### src/rtl/mux2_rr_arbiter.sv
// -----------------------------------------------------------------------------
// mux2_rr_arbiter
//
// Round-robin arbiter/sequencer that shares one 2:1 mux datapath between two
// producers (A and B) feeding a single downstream consumer. The block owns
// the mux select. It registers the grants, drives sel and forwards the
// granted side's payload as a valid-qualified beat stream.
//
// Each ownership is bounded to MAX_BURST beats, but only while the other side
// is waiting. A lone requester may stream indefinitely.
//
// Parameters
//   DATA_W     payload width of data_a / data_b / out_data
//   MAX_BURST  maximum consecutive beats for one side while the other waits (>=1)
//   CNT_W      burst counter width, must be able to hold MAX_BURST
//
// Ports
//   clk        rising-edge clock
//   rst_n      asynchronous reset, active-low
//   req_a/b    side requests / holds the datapath
//   last_a/b   side's final beat this cycle (only honoured on a granted beat)
//   data_a/b   side payloads
//   gnt_a/b    registered grants (never both high)
//   sel        registered mux select, 0 = A, 1 = B
//   out_data   sel ? data_b : data_a (combinational)
//   out_valid  granted side is requesting this cycle (a beat)
//   busy       arbiter currently has an owner
//   beats_a/b  (only with MUX2_ARB_STATS_EN) saturating 16-bit per-side beat
//              counters, cleared by rst_n
//
// Optional feature macro: MUX2_ARB_STATS_EN
// -----------------------------------------------------------------------------
module mux2_rr_arbiter #(
  parameter int DATA_W    = 1,
  parameter int MAX_BURST = 4,
  parameter int CNT_W     = 3
) (
  input  logic              clk,
  input  logic              rst_n,
  input  logic              req_a,
  input  logic              req_b,
  input  logic              last_a,
  input  logic              last_b,
  input  logic [DATA_W-1:0] data_a,
  input  logic [DATA_W-1:0] data_b,
  output logic              gnt_a,
  output logic              gnt_b,
  output logic              sel,
  output logic [DATA_W-1:0] out_data,
  output logic              out_valid,
  output logic              busy
`ifdef MUX2_ARB_STATS_EN
  ,
  output logic [15:0]       beats_a,
  output logic [15:0]       beats_b
`endif
);

  localparam logic [CNT_W-1:0] MAX_C = CNT_W'(MAX_BURST);

  typedef enum logic [1:0] {
    ST_IDLE  = 2'd0,
    ST_OWN_A = 2'd1,
    ST_OWN_B = 2'd2
  } state_t;

  state_t           state_q, state_d;
  logic [CNT_W-1:0] cnt_q, cnt_d;
  logic             rr_q, rr_d;     // 0 = A has priority next, 1 = B
  logic             sel_q, sel_d;

  // Owner-relative view of the inputs, so A and B share one release rule.
  logic             own_req;
  logic             other_req;
  logic             own_last;
  logic             beat;
  logic [CNT_W-1:0] cnt_inc;
  logic             limit_hit;
  logic             release_own;

  // ---------------------------------------------------------------------------
  // State register
  // ---------------------------------------------------------------------------
  always_ff @(posedge clk or negedge rst_n) begin
    if (!rst_n) begin
      state_q <= ST_IDLE;
    end else begin
      state_q <= state_d;
    end
  end

  // Burst counter, round-robin pointer and mux select registers.
  always_ff @(posedge clk or negedge rst_n) begin
    if (!rst_n) begin
      cnt_q <= '0;
      rr_q  <= 1'b0;
      sel_q <= 1'b0;
    end else begin
      cnt_q <= cnt_d;
      rr_q  <= rr_d;
      sel_q <= sel_d;
    end
  end

  // ---------------------------------------------------------------------------
  // Owner-relative decode and release condition
  // ---------------------------------------------------------------------------
  always_comb begin
    own_req   = 1'b0;
    other_req = 1'b0;
    own_last  = 1'b0;
    case (state_q)
      ST_OWN_A: begin
        own_req   = req_a;
        other_req = req_b;
        own_last  = last_a;
      end
      ST_OWN_B: begin
        own_req   = req_b;
        other_req = req_a;
        own_last  = last_b;
      end
      default: begin
        own_req   = 1'b0;
        other_req = 1'b0;
        own_last  = 1'b0;
      end
    endcase

    // own_req is forced low in IDLE, so a beat only exists with a grant.
    beat = own_req;

    // Saturating increment: a lone owner keeps streaming at MAX_BURST, so a
    // late request from the other side hands over after the current beat.
    cnt_inc = (cnt_q >= MAX_C) ? MAX_C : cnt_q + 1'b1;

    limit_hit = beat && (cnt_inc == MAX_C) && other_req;

    // last_x only counts on a beat. Once own_req is low, release is
    // unconditional, so own_last needs no further qualifying here.
    release_own = !own_req || own_last || limit_hit;
  end

  // ---------------------------------------------------------------------------
  // Next-state logic
  // ---------------------------------------------------------------------------
  always_comb begin
    state_d = state_q;
    cnt_d   = cnt_q;
    rr_d    = rr_q;

    case (state_q)
      ST_IDLE: begin
        cnt_d = '0;
        if (req_a && req_b) begin
          state_d = rr_q ? ST_OWN_B : ST_OWN_A;
        end else if (req_a) begin
          state_d = ST_OWN_A;
        end else if (req_b) begin
          state_d = ST_OWN_B;
        end
      end

      ST_OWN_A: begin
        if (release_own) begin
          rr_d    = 1'b1;
          cnt_d   = '0;
          state_d = req_b ? ST_OWN_B : ST_IDLE;
        end else if (beat) begin
          cnt_d = cnt_inc;
        end
      end

      ST_OWN_B: begin
        if (release_own) begin
          rr_d    = 1'b0;
          cnt_d   = '0;
          state_d = req_a ? ST_OWN_A : ST_IDLE;
        end else if (beat) begin
          cnt_d = cnt_inc;
        end
      end

      default: begin
        state_d = ST_IDLE;
        cnt_d   = '0;
      end
    endcase
  end

  // The select follows the grant onto the same edge. While IDLE it keeps the
  // last owner's select so the mux does not toggle needlessly.
  always_comb begin
    sel_d = sel_q;
    if (state_d == ST_OWN_A) begin
      sel_d = 1'b0;
    end else if (state_d == ST_OWN_B) begin
      sel_d = 1'b1;
    end
  end

  // ---------------------------------------------------------------------------
  // Output logic
  // ---------------------------------------------------------------------------
  always_comb begin
    gnt_a     = (state_q == ST_OWN_A);
    gnt_b     = (state_q == ST_OWN_B);
    busy      = (state_q != ST_IDLE);
    sel       = sel_q;
    out_data  = sel_q ? data_b : data_a;
    out_valid = (gnt_a && req_a) || (gnt_b && req_b);
  end

`ifdef MUX2_ARB_STATS_EN
  // ---------------------------------------------------------------------------
  // Per-side saturating beat counters (index 0 = A, 1 = B)
  // ---------------------------------------------------------------------------
  logic [1:0]  side_beat;
  logic [15:0] beats_q [2];
  logic [15:0] beats_d [2];

  always_comb begin
    side_beat[0] = gnt_a && req_a;
    side_beat[1] = gnt_b && req_b;
  end

  genvar gi;
  generate
    for (gi = 0; gi < 2; gi++) begin : g_stats
      always_comb begin
        beats_d[gi] = beats_q[gi];
        if (side_beat[gi] && (beats_q[gi] != 16'hFFFF)) begin
          beats_d[gi] = beats_q[gi] + 16'd1;
        end
      end

      always_ff @(posedge clk or negedge rst_n) begin
        if (!rst_n) begin
          beats_q[gi] <= 16'd0;
        end else begin
          beats_q[gi] <= beats_d[gi];
        end
      end
    end
  endgenerate

  always_comb begin
    beats_a = beats_q[0];
    beats_b = beats_q[1];
  end
`endif

endmodule

### config.mk
export PLATFORM = sky130hd
export DESIGN_NAME = mux2_rr_arbiter
export DESIGN_NICKNAME = d
export VERILOG_FILES = /design/src/rtl/mux2_rr_arbiter.sv
export SDC_FILE = /design/constraint.sdc
export NUM_CORES = 1
export LEC_CHECK = 0
export CORE_AREA = 3 3 40 42
export DETAILED_ROUTE_END_ITERATION = 10
export DIE_AREA = 0 0 43 45
export PLACE_DENSITY = 0.69
export SETUP_SLACK_MARGIN = 0.4
export SLEW_MARGIN = 5
export SYNTH_ARGS = -nofsm -noshare
export SYNTH_HDL_FRONTEND = slang
export SYNTH_SLANG_ARGS = --single-unit
### constraint.sdc
create_clock -name clk -period 2.5 [get_ports clk]
set_input_delay 0.625 -clock clk [delete_from_list [all_inputs] [get_ports clk]]
set_output_delay 0.625 -clock clk [all_outputs]
set_load 0.02 [all_outputs]
==> impl_metrics.toml <==
[run_status]
status = "finished clean"

[setup_path]
regToRegEndpoint = "sel"
crit_slowest_cell = "dfrtp_1"
ff2ff_setup_slack_ns = 0.29
r2r_start = "cnt_q[0]"
cp_top_family = "adder cells"
cp-end-kind = "flip-flop"
cp-start-kind = "flip-flop"
cp_max_fo = 4
critPathRequiredTime_ns = 2.67
cp_num_buf_inv = 1
worstPathArrival_ns = 2.38
ff2ff_path_depth = 9
slowest_delay_ns = 0.40
path_cells = "inv_2, ha_4, nor2b_4, o311ai_2, a21oi_2, mux2_4, a21o_1, ha_1, mux2i_1"
worst-setup-path-type = "flip-flop to flip-flop"

[clock_network]
cts_tree = "yes"
clkTransAtPathRegs_ns = 0.05
holdBufCountCts = 0
clk_latency_ns = 0.24
clock-sinks = 7
cts-root-buf = "clkbuf_4"
htreeDepth = 1
cts_made_buffers = 3
cts_buffer_depth = 2

[routing]
vias = 502
wl_per_cell_um = 12.5
via_per_inst = 5.18
first_pass_iters = 6
drc_errors = 0
drt-total-wl_um = 1220
antenna_left = 0
drt_iter0_markers = 9

[sta]
final-setup-viol-count = 0
fin_crit_ns = 2.21
max_slew_margin_pct = 80.8
fin_crit_sh_pct = 88.4
finalHoldViolCount = 0
whs_ns = 0.551
tightest_slew_ns = 0.286
fmax_ghz = 0.453
clock-skew-final_ns = 0.000326
slew_viol_final = 0
rsz0062_at_grt = "yes"
final.setup.worst_slack_ns = 0.291

[power]
powerDensity_nw_per_um2 = 1060
p_leak_nw = 0.372
total_power_w = 0.000855
vdd_drop_max_v = 0.000594

[placement]
dp_hpwl_um = 905
post_dp_cell_area_um2 = 718
pre_cts_ws_ns = -0.127
port_buffers = 13
dp.cells = 89
gp_congestion = 0.777

[layout]
antenna_cells = 0
final_area_um2 = 808
drive_above_1_share_pct = 34.1
instances_no_fill = 97
area_growth_pct = 58.7
fin_nets = 98
fillers = 126

[global_route]
grt_max_degree = 9
grt.overflow.total = 0
grt_pass1_wl_um = 2080
track_usage_pct = 14.7
grt_pass1_vias = 537
antenna_found_initial = 0

[floorplanning]
die_h_um = 45
die_area_um2 = 1940
row_count = 13
start_util_pct = 39.6
die_width_um = 43
ioPinCount = 14
coreArea_um2 = 1280

[yosys]
synth_seq_area_share_pct = 34.4
syn_inst = 57
yosys_warnings = 0
yosysUniqueCellTypes = 22
synth.net_count = 72
netlist_area_um2 = 509
avgSynthCellArea_um2 = 8.93
synth_seq_cells = 7

[hold_path]
hold_start = "sel"
hold_class = "flip-flop to flip-flop"
min_path_cells = 2
hold_end = "sel"

[job]
drv_cap = 0
-- how the worst max path moves through the flow --
stage | start | to | cells past startpoint
after floorplan | cnt_q[0] | sel | 9
after global placement | req_b | sel | 8
after detailed placement | req_b | sel | 8
after CTS | cnt_q[0] | sel | 9
after global routing | cnt_q[0] | sel | 9
final | cnt_q[0] | sel | 9
-- Yosys cell counts --
cell      n  share of area, %
o21ai_0   5               4.9
a21oi_2   1               1.7
o31a_1    1               1.7
o31ai_1   1               1.5
a21oi_1   4               3.9
o311ai_1  2               3.4
mux2_4    1               2.9
nand2_1   7               5.2
o21a_1    1               1.5
mux2_2    1               2.2
inv_1     7               5.2
nor2b_1   1               1.2
dfrtp_1   7                34
a22o_1    1               1.7
a21boi_0  1               1.5
nor3_1    1              0.98
nor2_1    4               2.9
mux2i_1   1               2.0
and2_2    1               1.5
a21o_1    1               1.5
ha_1      7                17
nand3_1   1              0.98
-- where the power goes --
part	switching [W]	internal, W	total (W)
clock network	0.0000365	0.0000606	0.0000971
registers	0.0000308	0.000150	0.000181
logic	0.000295	0.000281	0.000577
total	0.000363	0.000492	0.000855
-- metal layers --
| layer | track usage, % | wire (um) | vias to the layer above |
|---|---|---|---|
| li1 | - | - | 246 |
| met1 | 15.5 | 497 | 238 |
| met2 | 27.8 | 647 | 18 |
| met3 | 1.59 | 72 | 0 |
| met4 | 9.04 | 0 | 0 |
| met5 | 0 | 0 | - |
-- registers in the layout, summed over array words and instances (netlist names) --
signal and count:
sel 1, cnt_q 3, rr_q 1, state_q 2
-- layout by cell type, fill, tap and decap left out, types with 2 or more instances in the layout --
cell,Yosys,layout
o311ai_2,0,2
nand2_1,7,7
ha_1,7,3
ha_4,0,4
inv_1,7,5
dlygate4sd2_1,0,5
dfrtp_1,7,7
a21oi_2,1,2
inv_2,0,2
o21ai_0,5,5
buf_4,0,8
clkdlybuf4s50_1,0,6
a21oi_1,4,3
clkbuf_4,0,3
nor2_1,4,4
-- through the flow --
stage | setup TNS (ns) | util, %
floorplan | 0 | -
global placement | -0.155 | 55.9
detailed placement | -0.195 | 55.9
CTS | 0 | 61.1
global route | 0 | 62.9
finish | 0 | 62.9
-- worst register-to-register path, cell delays in order (launching register included) --
cell      delay, ns
dfrtp_1        0.40
inv_2          0.06
ha_4           0.26
nor2b_4        0.17
o311ai_2       0.12
a21oi_2        0.19
mux2_4         0.32
a21o_1         0.16
ha_1           0.28
mux2i_1        0.17
-- area by class of cell --
class / count / area (um2) / area share (%)
tap: 15 / 18.8 / 2.32
clock buffer: 4 / 26.3 / 3.25
timing repair buffer: 21 / 174 / 21.5
sequential: 7 / 175 / 21.7
inverter: 7 / 26.3 / 3.25
multi-input combinational: 43 / 388 / 48.0
-- kinds of logic after synthesis --
family	Yosys count	synth area share [%]
compound gates	18	23.3
mux	3	7.12
simple gates	15	12.8
fa+ha+maj	7	17.2
flops	7	34.4
buf+inv	7	5.16
-- what timing repair did --
action,in CTS,in global routing
resized for setup,14,6
gates cloned,0,0
buffers inserted,4,0
setup endpoints to repair,6,2
pin swaps,4,2
Power figures use the tool's default switching activity.
